## src/rtl/serial_wb_pkg.sv

```systemverilog
// Shared definitions for the serial Wishbone bridge byte protocol.
// The bridge decoder uses the same definitions.
package serial_wb_pkg;

  localparam logic [7:0] DEF_CMD_WR   = 8'hA2;
  localparam logic [7:0] DEF_CMD_RD   = 8'hA1;
  localparam logic [7:0] DEF_EOF_BYTE = 8'h00;
  localparam int         HDR_LEN      = 7;

  typedef enum logic [2:0] {
    ST_IDLE,
    ST_CMD,
    ST_ADDR,
    ST_CNT,
    ST_DATA,
    ST_EOF
  } state_t;

endpackage

```

## src/rtl/serial_wb_framer_axis_byte_reg.sv

```systemverilog
// Registered 8-bit AXIS output stage with tlast.
// A byte is loaded when the stage is empty or is draining, and is held while the sink stalls.
module axis_byte_reg (
  input  logic       i_clk,
  input  logic       i_rst_n,
  input  logic       i_load,
  input  logic [7:0] i_data,
  input  logic       i_last,
  input  logic       i_ready,
  output logic       o_valid,
  output logic [7:0] o_data,
  output logic       o_last,
  output logic       o_can_load
);

  logic       r_valid;
  logic [7:0] r_data;
  logic       r_last;

  always_ff @(posedge i_clk or negedge i_rst_n) begin
    if (!i_rst_n) begin
      r_valid <= 1'b0;
      r_data  <= 8'h00;
      r_last  <= 1'b0;
    end else if (i_load) begin
      r_valid <= 1'b1;
      r_data  <= i_data;
      r_last  <= i_last;
    end else if (i_ready) begin
      r_valid <= 1'b0;
      r_last  <= 1'b0;
    end
  end

  assign o_valid    = r_valid;
  assign o_data     = r_data;
  assign o_last     = r_last;
  assign o_can_load = !r_valid || i_ready;

endmodule

```

## src/rtl/serial_wb_framer.sv

```systemverilog
// Host-side framer: request + payload stream -> CMD, ADDR[3:0], CNT[1:0], DATA*, EOF bytes.
// Every state except ST_DATA names the header byte held in the output register.
module serial_wb_framer
  import serial_wb_pkg::*;
#(
  parameter logic [7:0] CMD_WR   = DEF_CMD_WR,
  parameter logic [7:0] CMD_RD   = DEF_CMD_RD,
  parameter logic [7:0] EOF_BYTE = DEF_EOF_BYTE
) (
  input  logic        i_clk,
  input  logic        i_rst_n,
  input  logic        i_req_valid,
  output logic        o_req_ready,
  input  logic        i_req_write,
  input  logic [31:0] i_req_addr,
  input  logic [15:0] i_req_count,
  input  logic [7:0]  s_axis_tdata,
  input  logic        s_axis_tvalid,
  output logic        s_axis_tready,
  output logic [7:0]  m_axis_tdata,
  output logic        m_axis_tvalid,
  input  logic        m_axis_tready,
  output logic        m_axis_tlast,
  output logic        o_busy
);

  state_t      r_state, w_nxt_state;
  logic [1:0]  r_idx, w_nxt_idx, w_idx_m1;
  logic [15:0] r_rem;
  logic [31:0] r_addr;
  logic [15:0] r_cnt;
  logic        r_write;

  logic        w_accept, w_out_hs, w_can_load, w_has_data;
  logic        w_load, w_ld_last, w_s_ready, w_s_hs;
  logic [7:0]  w_ld_data;

  assign o_req_ready   = (r_state == ST_IDLE) && i_rst_n;
  assign w_accept      = i_req_valid && o_req_ready;
  assign w_out_hs      = m_axis_tvalid && m_axis_tready;
  assign w_has_data    = r_write && (r_cnt != 16'd0);
  assign w_idx_m1      = r_idx - 2'd1;
  assign s_axis_tready = w_s_ready;
  assign w_s_hs        = w_s_ready && s_axis_tvalid;
  assign o_busy        = (r_state != ST_IDLE);

  always_ff @(posedge i_clk or negedge i_rst_n) begin
    if (!i_rst_n) begin
      r_state <= ST_IDLE;
      r_idx   <= 2'd0;
      r_rem   <= 16'd0;
    end else begin
      r_state <= w_nxt_state;
      r_idx   <= w_nxt_idx;
      if (w_accept)
        r_rem <= i_req_count;
      else if (w_s_hs)
        r_rem <= r_rem - 16'd1;
    end
  end

  always_ff @(posedge i_clk) begin
    if (w_accept) begin
      r_addr  <= i_req_addr;
      r_cnt   <= i_req_count;
      r_write <= i_req_write;
    end
  end

  // DATA is entered as CNT0 is loaded, so the first payload byte can follow CNT0 without a bubble.
  always_comb begin
    w_nxt_state = r_state;
    w_nxt_idx   = r_idx;
    w_load      = 1'b0;
    w_ld_data   = 8'h00;
    w_ld_last   = 1'b0;
    w_s_ready   = 1'b0;
    unique case (r_state)
      ST_IDLE: begin
        if (w_accept) begin
          w_load      = 1'b1;
          w_ld_data   = i_req_write ? CMD_WR : CMD_RD;
          w_nxt_state = ST_CMD;
        end
      end
      ST_CMD: begin
        if (w_out_hs) begin
          w_load      = 1'b1;
          w_ld_data   = r_addr[31:24];
          w_nxt_idx   = 2'd3;
          w_nxt_state = ST_ADDR;
        end
      end
      ST_ADDR: begin
        if (w_out_hs) begin
          w_load = 1'b1;
          if (r_idx == 2'd0) begin
            w_ld_data   = r_cnt[15:8];
            w_nxt_idx   = 2'd1;
            w_nxt_state = ST_CNT;
          end else begin
            w_ld_data = r_addr[{w_idx_m1, 3'b000} +: 8];
            w_nxt_idx = w_idx_m1;
          end
        end
      end
      ST_CNT: begin
        if (w_out_hs) begin
          w_load = 1'b1;
          if (r_idx == 2'd1) begin
            w_ld_data = r_cnt[7:0];
            w_nxt_idx = 2'd0;
            if (w_has_data)
              w_nxt_state = ST_DATA;
          end else begin
            w_ld_data   = EOF_BYTE;
            w_ld_last   = 1'b1;
            w_nxt_state = ST_EOF;
          end
        end
      end
      ST_DATA: begin
        w_s_ready = w_can_load && (r_rem != 16'd0);
        if (w_s_hs) begin
          w_load    = 1'b1;
          w_ld_data = s_axis_tdata;
        end else if ((r_rem == 16'd0) && w_can_load) begin
          w_load      = 1'b1;
          w_ld_data   = EOF_BYTE;
          w_ld_last   = 1'b1;
          w_nxt_state = ST_EOF;
        end
      end
      ST_EOF: begin
        if (w_out_hs)
          w_nxt_state = ST_IDLE;
      end
      default: w_nxt_state = ST_IDLE;
    endcase
  end

  axis_byte_reg u_out (
    .i_clk      (i_clk),
    .i_rst_n    (i_rst_n),
    .i_load     (w_load),
    .i_data     (w_ld_data),
    .i_last     (w_ld_last),
    .i_ready    (m_axis_tready),
    .o_valid    (m_axis_tvalid),
    .o_data     (m_axis_tdata),
    .o_last     (m_axis_tlast),
    .o_can_load (w_can_load)
  );

endmodule

```

## config.mk

```make
export PLATFORM = sky130hd
export DESIGN_NAME = serial_wb_framer
export DESIGN_NICKNAME = d
export VERILOG_FILES = /design/src/rtl/serial_wb_pkg.sv /design/src/rtl/serial_wb_framer_axis_byte_reg.sv /design/src/rtl/serial_wb_framer.sv
export SDC_FILE = /design/constraint.sdc
export NUM_CORES = 1
export LEC_CHECK = 0
export CAP_MARGIN = 20
export CORE_UTILIZATION = 50
export CTS_BUF_LIST = sky130_fd_sc_hd__clkbuf_4
export DETAILED_ROUTE_END_ITERATION = 6
export GPL_TIMING_DRIVEN = 0
export PLACE_DENSITY = 0.82
export SYNTH_ARGS = -nofsm -noshare
export SYNTH_HDL_FRONTEND = slang
export SYNTH_SLANG_ARGS = --single-unit
```

## constraint.sdc

```tcl
create_clock -name i_clk -period 2.7 [get_ports i_clk]
set_clock_uncertainty 0.05 [all_clocks]
set_input_delay 0.405 -clock i_clk [delete_from_list [all_inputs] [get_ports i_clk]]
set_output_delay 0.405 -clock i_clk [all_outputs]
set_load 0.01 [all_outputs]
```

==> results of run 1 <==
Yosys cell counts (4+ instances only):
cell / number / area [µm²]
clkbuf_1: 5 / 18.8
dfrtp_1: 31 / 776
mux4_2: 6 / 135
nand3_1: 15 / 75.1
mux2i_1: 7 / 70.1
nor4_1: 7 / 43.8
mux2_2: 4 / 45.0
nor2_1: 18 / 67.6
a221o_1: 5 / 50.1
nand2_1: 27 / 101
nor3_1: 11 / 55.1
nor2b_1: 5 / 31.3
inv_1: 10 / 37.5
a22o_1: 5 / 43.8
nand4_1: 10 / 62.6
edfxtp_1: 49 / 1470
buf_2: 9 / 45.0
o21ai_0: 17 / 85.1
xor2_1: 9 / 78.8
and2_1: 6 / 37.5
ha_1: 5 / 62.6
a21oi_1: 11 / 55.1
per-layer routing:
metal,routed length [µm],share of wire [%]
met5,0,0
met1,3980,43
met3,638,6.9
met2,4440,48
met4,171,1.9
power by group through the flow:
stage | Sequential (mW) | Combinational, mW | Clock, mW
finish | 1.30 | 0.106 | 0.716
global route | 1.30 | 0.115 | 0.772
CTS | 1.30 | 0.108 | 0.724
detailed placement | 1.33 | 0.107 | 0
global placement | 1.33 | 0.107 | 0
floorplan | 1.33 | 0.00155 | 0
metrics by stage:
| stage | cell area (µm²) | setup slack (ps) | util (%) | power, mW | instances |
|---|---|---|---|---|---|
| after CTS | 4960 | 6.57 | 67.0 | 2.13 | 513 |
| after floorplan | 3910 | 398 | - | 1.33 | 320 |
| after global routing | 4970 | -9.98 | 67.1 | 2.19 | 512 |
| after global placement | 4770 | -1400 | 64.4 | 1.43 | 493 |
| after detailed placement | 4790 | -215 | 64.6 | 1.43 | 494 |
| final | 4970 | 121 | 67.1 | 2.12 | 512 |
cell type report:
class	instances	area, µm²
clock inverter	7	71.3
buffer	13	72.6
timing repair buffer	79	785
inverter	11	41.3
multi-input combinational	214	1560
clock buffer	9	67.6
sequential	80	2250
fill	550	2430
tap	99	124
registers in the layout, indices dropped and copies added, names as in the netlist:
name           flops
r_addr            32
r_cnt             16
r_idx              2
r_rem             16
r_state            3
r_write            1
u_out.o_data       8
u_out.o_last       1
u_out.o_valid      1
critical path, cell delays in order (launching register included):
cell           delay [ps]
dfrtp_1               490
inv_1                 120
ha_1                  160
nor4b_4               220
nand4_1               240
nor2b_4               200
dlygate4sd2_1         280
timing repair:
| item | in CTS | in global routing |
|---|---|---|
| setup endpoints to repair | 30 | 34 |
| pin swaps | 1 | 1 |
| gates resized for setup | 5 | 7 |
| setup buffers | 3 | 1 |
logic make-up after synthesis:
group	after synthesis	share of synthesized area, %
compound gates	55	9.80
xor+xnor	12	2.69
fa+ha+maj	5	1.60
buf+inv	26	2.98
flops	80	57.5
mux	18	6.69
simple gates	124	18.7
final timing paths:
kind                                    to            start  cells after the start
setup reg to reg           u_out.o_data[5]         r_idx[0]                      9
max in group asynchronous         r_idx[0]          i_rst_n                      1
min in group i_clk         u_out.o_data[0]  u_out.o_data[0]                      1
hold reg to reg            u_out.o_data[0]  u_out.o_data[0]                      1
hold / removal             u_out.o_data[1]          i_rst_n                      1
setup / recovery             s_axis_tready         r_rem[0]                      6
==> metrics.txt, run 1 <==
syn avg cell area=12.2 µm²; clock-pin slew on the worst setup and hold paths=130 ps; Post-synth EDFFs=49; DIE WIDTH=90.4 µm; DR vias/cell=5.95; M2 GR Usage=39.1%; # diodes=0; most used routing layer=met2; Synth Flop Type=edfxtp_1; Net Sw Frac=21.9%; met1 GRT Util=33.3%; endpoints failing hold=12; fraction of final layout cells sized beyond drive strength 1=13.3%; DR vias=3046; Final Slew Violations=0; synthesized flop and latch total=80; Max clock buf depth=2; post-route antenna net violation count=0; final WL=9230 µm; Max FO, Critical Path=8; CP Launch Type=flop; clock sink total=80; largest net degree at the start of global routing=35; CTS H-tree depth=3; synth warn=0; critical path capture point type=output pin; die footprint=8170 µm²; Setup TNS Final=0 ps; Critical Path AT=2120 ps; hold buffer count at CTS=0; CTS tree=yes; GRT Total Usage=24.5%; Clock power frac=33.8%; Internal Power=1.66 mW; worst slew pin tran=790 ps; Starting Density=52.7%; Flop pwr share=61.2%; Port Buffers=74; max-cap violations=0; first-pass detailed-route iteration total=6; Psw=0.464 mW; failing checks=hold timing; fin nets=475; Logic pwr share=5.0%; fmax=388 MHz; post-synth net total=387; I/O pins=75; Pleak=1.86 nW; vias in the first global route=3054; Netlist Area Pre-Place=3910 µm²; Starting DRT DRC Count=231; drt drc=0; GP Congestion=0.932; M3 GR Usage=5.47%; Power Density=427 nW/µm²; reg-to-reg slack, setup=210 ps; Synth cell types=56; register area share after synthesis=57.5%; Hold Path Class=primary input to async pin; Die Ht=90.4 µm; most frequent cells in the layout=clkdlybuf4s50_1, edfxtp_1, dfrtp_1; Fin Hold WS=-6.56 ps; Setup violations, final=0; global-route wire length before repair=15400 µm; core box area=7410 µm²; status=finished, violations left; commonest non-fill, non-tap cell in the layout=clkdlybuf4s50_1; Worst EP required=2250 ps; Peak VDD IR=0.274 mV; DR WL/cell=18.0 µm; post-layout minimum cycle time=2580 ps; Final Cycle Share=95.5%; site row count=31; Synth async-reset ratio=38.8%; clk_lat worst skew=430 ps; DPL Wire Length=6890 µm; Area Growth Syn to Fin=27.3%; Setup CP Type=flop to output pin; number of CTS-inserted buffers=9; Root Buffer=clkbuf_4; global route overflow=0; post-synthesis cell count=320; Worst slew margin=47.3%; initial antenna violation count=0
Note: power is estimated with default switching activity, not from simulation.
==> run 2, diff against run 1 <==
- MAX_ROUTING_LAYER: not set -> met4
==> run 2 against run 1 <==
Compared with the run above: the flow now finishes without violations; clock power about the same; first-iteration DRC count up 35%; die area unchanged; critical path depth up 1; wire length up 1.4%; core utilization up 0.42 points; sequential share of layout area down 0.23 points; combinational power about the same; final cell count up 0.78%; global-route usage up 0.98 points; sequential power about the same; final area up 0.63%; critical endpoint unchanged; highest routed layer unchanged.
==> metrics.txt, run 2 (synthesis results as in run 1) <==
global route overflow=0 (unchanged); Pleak=1.87 nW (was 1.86 nW); I/O pins=75 (unchanged); Net Sw Frac=21.8% (was 21.9%); Port Buffers=74 (unchanged); die footprint=8170 µm² (unchanged); DR vias=3076 (was 3046); Peak VDD IR=0.446 mV (was 0.274 mV); DPL Wire Length=6770 µm (was 6890 µm); max reg flops=32 (unchanged); fin nets=479 (was 475); largest net degree at the start of global routing=31 (was 35); CP peak stage delay=490 ps (about the same); final WL=9360 µm (was 9230 µm); crit path max-delay cell type=dfrtp_2 (was dfrtp_1); RSZ-0062 raised after global routing=no; critical-path cell list=inv_2, ha_1, nor4b_4, nand4_1, buf_6, nor2b_1, clkbuf_2 (was inv_1, ha_1, nor4b_4, nand4_1, nor2b_4, dlygate4sd2_1); Hold Path Class=primary input to async pin (unchanged); Setup CP Type=flop to output pin (unchanged); CP Launch Type=flop (unchanged); Starting DRT DRC Count=313 (was 231); most frequent cells in the layout=clkdlybuf4s50_1, edfxtp_1, dfrtp_1 (unchanged); clock-pin slew on the worst setup and hold paths=120 ps (was 130 ps); reg-to-reg slack, setup=220 ps (was 210 ps); Fillers=548 (was 550); Starting Density=52.7% (unchanged); site row count=31 (unchanged); CTS H-tree depth=3 (unchanged); Max clock buf depth=2 (unchanged); Final Cycle Share=93.3% (was 95.5%); Power Density=424 nW/µm² (was 427 nW/µm²); Root Buffer=clkbuf_4 (unchanged); endpoints failing hold=0 (was 12); Clock power frac=33.7% (was 33.8%); max-cap violations=0 (unchanged); Flop pwr share=61.2% (about the same); DIE WIDTH=90.4 µm (unchanged); vias in the first global route=3066 (was 3054); clock sink total=80 (unchanged); Setup TNS Final=0 ps (unchanged); global-route wire length before repair=15500 µm (was 15400 µm); clk_lat worst skew=430 ps (about the same); GP Congestion=0.945 (was 0.932); Psw=0.464 mW (about the same); fraction of final layout cells sized beyond drive strength 1=14.6% (was 13.3%); Critical Path AT=2060 ps (was 2120 ps); initial antenna violation count=0 (unchanged); Worst slew margin=52.3% (was 47.3%); DR vias/cell=5.96 (was 5.95); Final Slew Violations=0 (unchanged); commonest non-fill, non-tap cell in the layout=clkdlybuf4s50_1 (unchanged); drt drc=0 (unchanged); CTS tree=yes (unchanged); Biggest register=r_addr (unchanged); WP buf/inv=3 (was 2); fin util=67.6% (was 67.1%); core box area=7410 µm² (unchanged); total power=2.12 mW (about the same); Largest regs=r_addr x32, r_cnt x16, r_rem x16 (unchanged); fin cells=516 (was 512); number of CTS-inserted buffers=9 (unchanged); # diodes=0 (unchanged); Placed Cells=494 (unchanged); fmax=397 MHz (was 388 MHz); DR WL/cell=18.1 µm (was 18.0 µm); critical path capture point type=output pin (unchanged); GRT Total Usage=25.5% (was 24.5%); Max FO, Critical Path=8 (unchanged); crit-path leading delay family=simple AND/OR/NAND/NOR gates (unchanged); Logic pwr share=5.1% (was 5.0%); first-pass detailed-route iteration total=6 (unchanged); Setup violations, final=0 (unchanged); Die Ht=90.4 µm (unchanged); post-layout minimum cycle time=2520 ps (was 2580 ps); Area Growth Syn to Fin=28.1% (was 27.3%); post-route antenna net violation count=0 (unchanged); Internal Power=1.66 mW (about the same); status=completed (was finished, violations left); worst slew pin tran=713 ps (was 790 ps); Worst EP required=2250 ps (about the same)
[run 2: cell types whose count changed in the layout (fill, tap and decap cells not counted), sizes merged]
cell / delta
inv: -1
dlygate4sd3: +2
clkinv: +1
buf: +2
clkbuf: +1
dlygate4sd2: -1
[run 2: what timing repair did]
item	in CTS	in global routing
endpoints found under the setup margin	30	5
pin swaps	1	1
hold buffers	2	0
resized for setup	5	10
hold endpoints to repair	14	0
buffers inserted	3	2
[run 2: path summary, 6_finish.rpt]
check	startpoint	to	depth (start not counted)
worst max-delay path	r_rem[0]	s_axis_tready	7
worst min-delay path	i_rst_n	u_out.o_data[5]	2
worst max register to register	r_idx[0]	u_out.o_data[5]	9
worst min register to register	u_out.o_data[0]	u_out.o_data[0]	1
max in group asynchronous	i_rst_n	r_idx[0]	3
min in group i_clk	i_req_addr[3]	r_addr[3]	1
[run 2: power groups by stage]
stage / sequential [mW] / combinational (mW) / clock [mW]
finish: 1.30 / 0.109 / 0.715
global placement: 1.33 / 0.107 / 0
global route: 1.30 / 0.118 / 0.778
detailed placement: 1.33 / 0.107 / 0
CTS: 1.30 / 0.110 / 0.724
floorplan: 1.33 / 0.00155 / 0
[run 2: area by class of cell]
| cell class | instances | area, µm² | area share [%] |
|---|---|---|---|
| clock buffers | 9 | 67.6 | 1.35 |
| plain buffers | 14 | 83.8 | 1.67 |
| well taps | 99 | 124 | 2.48 |
| flip-flops and latches | 80 | 2250 | 45.0 |
| repair buffers | 82 | 808 | 16.1 |
| multi-input cells | 214 | 1560 | 31.1 |
| inverters | 11 | 41.3 | 0.825 |
| clock inverters | 7 | 72.6 | 1.45 |
[run 2: metrics by stage]
| step | area (µm²) | hold WS, ps | setup WS (ps) |
|---|---|---|---|
| 2_1_floorplan | 3910 | 59.4 | 398 |
| 3_3_place_gp | 4770 | 427 | -1400 |
| 3_5_place_dp | 4790 | 448 | -156 |
| 4_1_cts | 4980 | 407 | 8.12 |
| 5_1_grt | 5000 | 431 | 27.6 |
| 6_report | 5000 | 407 | 180 |
[run 2: metal layers]
metal | routed length [µm] | vias up | GRT usage [%]
met1 | 3910 | 1456 | 33.8
li1 | - | 1411 | -
met3 | 836 | 28 | 5.98
met5 | 0 | - | -
met4 | 257 | 0 | 8.60
met2 | 4360 | 181 | 38.9
==> run 3, diff against run 2 <==
- CORE_UTILIZATION: 50 -> 54
- PLACE_DENSITY: 0.82 -> not set
- PLACE_DENSITY_LB_ADDON: not set -> 0.25
==> run 3 against run 2 <==
Compared with the run above: the run now ends with hold timing left; critical path depth grew 2; hold slack lost 430 ps; wire length grew 3.0%; critical endpoint is now u_out.o_data[5]; first-iteration DRC count shrank 19%; flip-flop and latch count is the same; via count shrank 1.7%; combinational power is essentially flat; worst setup slack lost 40 ps; die area shrank 7.3%.
==> metrics.txt, run 3 (synthesis results as in run 1) <==
status=finished, violations left (was completed); failing checks=hold timing; CP Launch Type=flop (unchanged); Largest regs=r_addr x32, r_cnt x16, r_rem x16 (unchanged); final WL=9640 µm (was 9360 µm); Port Buffers=74 (unchanged); R2R Path Start=r_idx[0] (unchanged); fin nets=475 (was 479); Area Growth Syn to Fin=27.2% (was 28.1%); drt drc=0 (unchanged); hold buffer count at CTS=0 (was 2); fraction of final layout cells sized beyond drive strength 1=13.6% (was 14.6%); first-pass detailed-route iteration total=4 (was 6); Starting DRT DRC Count=252 (was 313); GP Congestion=0.954 (was 0.945); Pleak=1.85 nW (was 1.87 nW); core box area=6910 µm² (was 7410 µm²); Fin Hold WS=-20.0 ps (was 407 ps); Hold Path Class=primary input to async pin (unchanged); site row count=30 (was 31); worst slew pin tran=780 ps (was 713 ps); fmax=391 MHz (was 397 MHz); R2R depth=9 (unchanged); Critical Path AT=2820 ps (was 2060 ps); critical path capture point type=flop (was output pin); critical-path cell list=clkbuf_4, inv_1, ha_1, clkbuf_4, mux4_2, nor4b_1, a221o_1, a221oi_2, mux2i_1 (was inv_2, ha_1, nor4b_4, nand4_1, buf_6, nor2b_1, clkbuf_2); DPL Wire Length=7200 µm (was 6770 µm); Crit path top cell by count=clkbuf_4; fin cells=509 (was 516); RSZ-0062 raised after global routing=no (unchanged); Worst EP required=2960 ps (was 2250 ps); max reg flops=32 (unchanged); initial antenna violation count=0 (unchanged); Max FO, Critical Path=10 (was 8); endpoints failing hold=8 (was 0); Root Buffer=clkbuf_4 (unchanged); I/O pins=75 (unchanged); Die Ht=87.1 µm (was 90.4 µm); vias in the first global route=3033 (was 3066); number of CTS-inserted buffers=9 (unchanged); Placed Cells=491 (was 494); # diodes=0 (unchanged); global-route wire length before repair=15400 µm (was 15500 µm); clock sink total=80 (unchanged); CTS tree=yes (unchanged); Max clock buf depth=2 (unchanged); clock-pin slew on the worst setup and hold paths=140 ps (was 120 ps); DR WL/cell=18.9 µm (was 18.1 µm); max-cap violations=0 (unchanged); post-route antenna net violation count=0 (unchanged); FF-to-FF End=u_out.o_data[5] (unchanged); CTS H-tree depth=3 (unchanged); CP peak stage delay=450 ps (was 490 ps); Biggest register=r_addr (unchanged); Starting Density=56.6% (was 52.7%); Setup CP Type=flop to flop (was flop to output pin); GRT Total Usage=29.0% (was 25.5%); Final Cycle Share=94.8% (was 93.3%); most frequent cells in the layout=clkdlybuf4s50_1, edfxtp_1, dfrtp_1 (unchanged); post-layout minimum cycle time=2560 ps (was 2520 ps); DR vias/cell=5.94 (was 5.96); commonest non-fill, non-tap cell in the layout=clkdlybuf4s50_1 (unchanged); DR vias=3024 (was 3076); Worst slew margin=48.0% (was 52.3%); largest net degree at the start of global routing=36 (was 31); Final Slew Violations=0 (unchanged); clk_lat worst skew=420 ps (was 430 ps); Power Density=427 nW/µm² (was 424 nW/µm²); CP Launch Point=r_idx[0] (was r_rem[0]); reg-to-reg slack, setup=140 ps (was 220 ps); DIE WIDTH=87.1 µm (was 90.4 µm); global route overflow=0 (unchanged); Peak VDD IR=0.411 mV (was 0.446 mV); crit path max-delay cell type=dfrtp_1 (was dfrtp_2); Setup violations, final=0 (unchanged); crit path to=u_out.o_data[5] (was s_axis_tready); die footprint=7580 µm² (was 8170 µm²)
run 3: worst max-delay path: cells and delay by family, from the launching register on:
kind,cells,cell delay [ps]
and+or+nand+nor,1,170
AOI/OAI and AO/OA,2,500
DFF,1,450
buffers and inverters,3,560
adders and majority gates,1,270
muxes,2,440
run 3: repair_timing:
action | in CTS | in global routing
resized for setup | 5 | 8
setup buffers | 3 | 0
pin swaps | 1 | 1
setup endpoints to repair | 25 | 9
run 3: how the worst min path moves through the flow:
| stage | from | end | slack, ps | depth (start not counted) |
|---|---|---|---|---|
| after floorplan | i_rst_n | r_idx[0] | 60 | 0 |
| after global placement | u_out.o_data[1] | u_out.o_data[1] | 440 | 1 |
| after detailed placement | u_out.o_data[6] | u_out.o_data[6] | 440 | 1 |
| after CTS | i_rst_n | u_out.o_data[1] | 4 | 1 |
| after global routing | i_rst_n | r_idx[1] | 20 | 1 |
| final | i_rst_n | u_out.o_data[1] | -20 | 1 |
run 3: area by class of cell:
type / instances / area, µm²
clock buffer: 9 / 67.6
timing repair buffer: 78 / 781
fill: 513 / 1940
multi-input combinational: 214 / 1550
clock inverter: 7 / 71.3
buffer: 14 / 87.6
inverter: 11 / 41.3
sequential: 80 / 2250
tap: 96 / 120
run 3: per-layer routing:
metal / up-vias / GRT usage [%] / wire [µm]
met4: 0 / 10.6 / 204
li1: 1399 / - / -
met5: - / - / 0
met1: 1473 / 37.8 / 4160
met3: 21 / 4.74 / 578
met2: 131 / 46.1 / 4710
run 3: metrics by stage:
step                worst slack [ps]  total power [mW]  cell area, µm²  util, %  setup TNS, ps
global placement               -1590              1.43            4770     69.0        -104440
detailed placement              -365              1.43            4790     69.3         -14000
floorplan                        398              1.33            3910        -              0
finish                           140              2.12            4970     72.0              0
CTS                             13.8              2.14            4970     71.9              0
global route                    8.22              2.19            4970     72.0              0
run 3: where the power goes:
| group | leakage, nW | internal, mW | switching (mW) |
|---|---|---|---|
| registers | 0.860 | 1.30 | 0 |
| clock network | 0.0700 | 0.282 | 0.433 |
| logic | 0.925 | 0.0770 | 0.0310 |
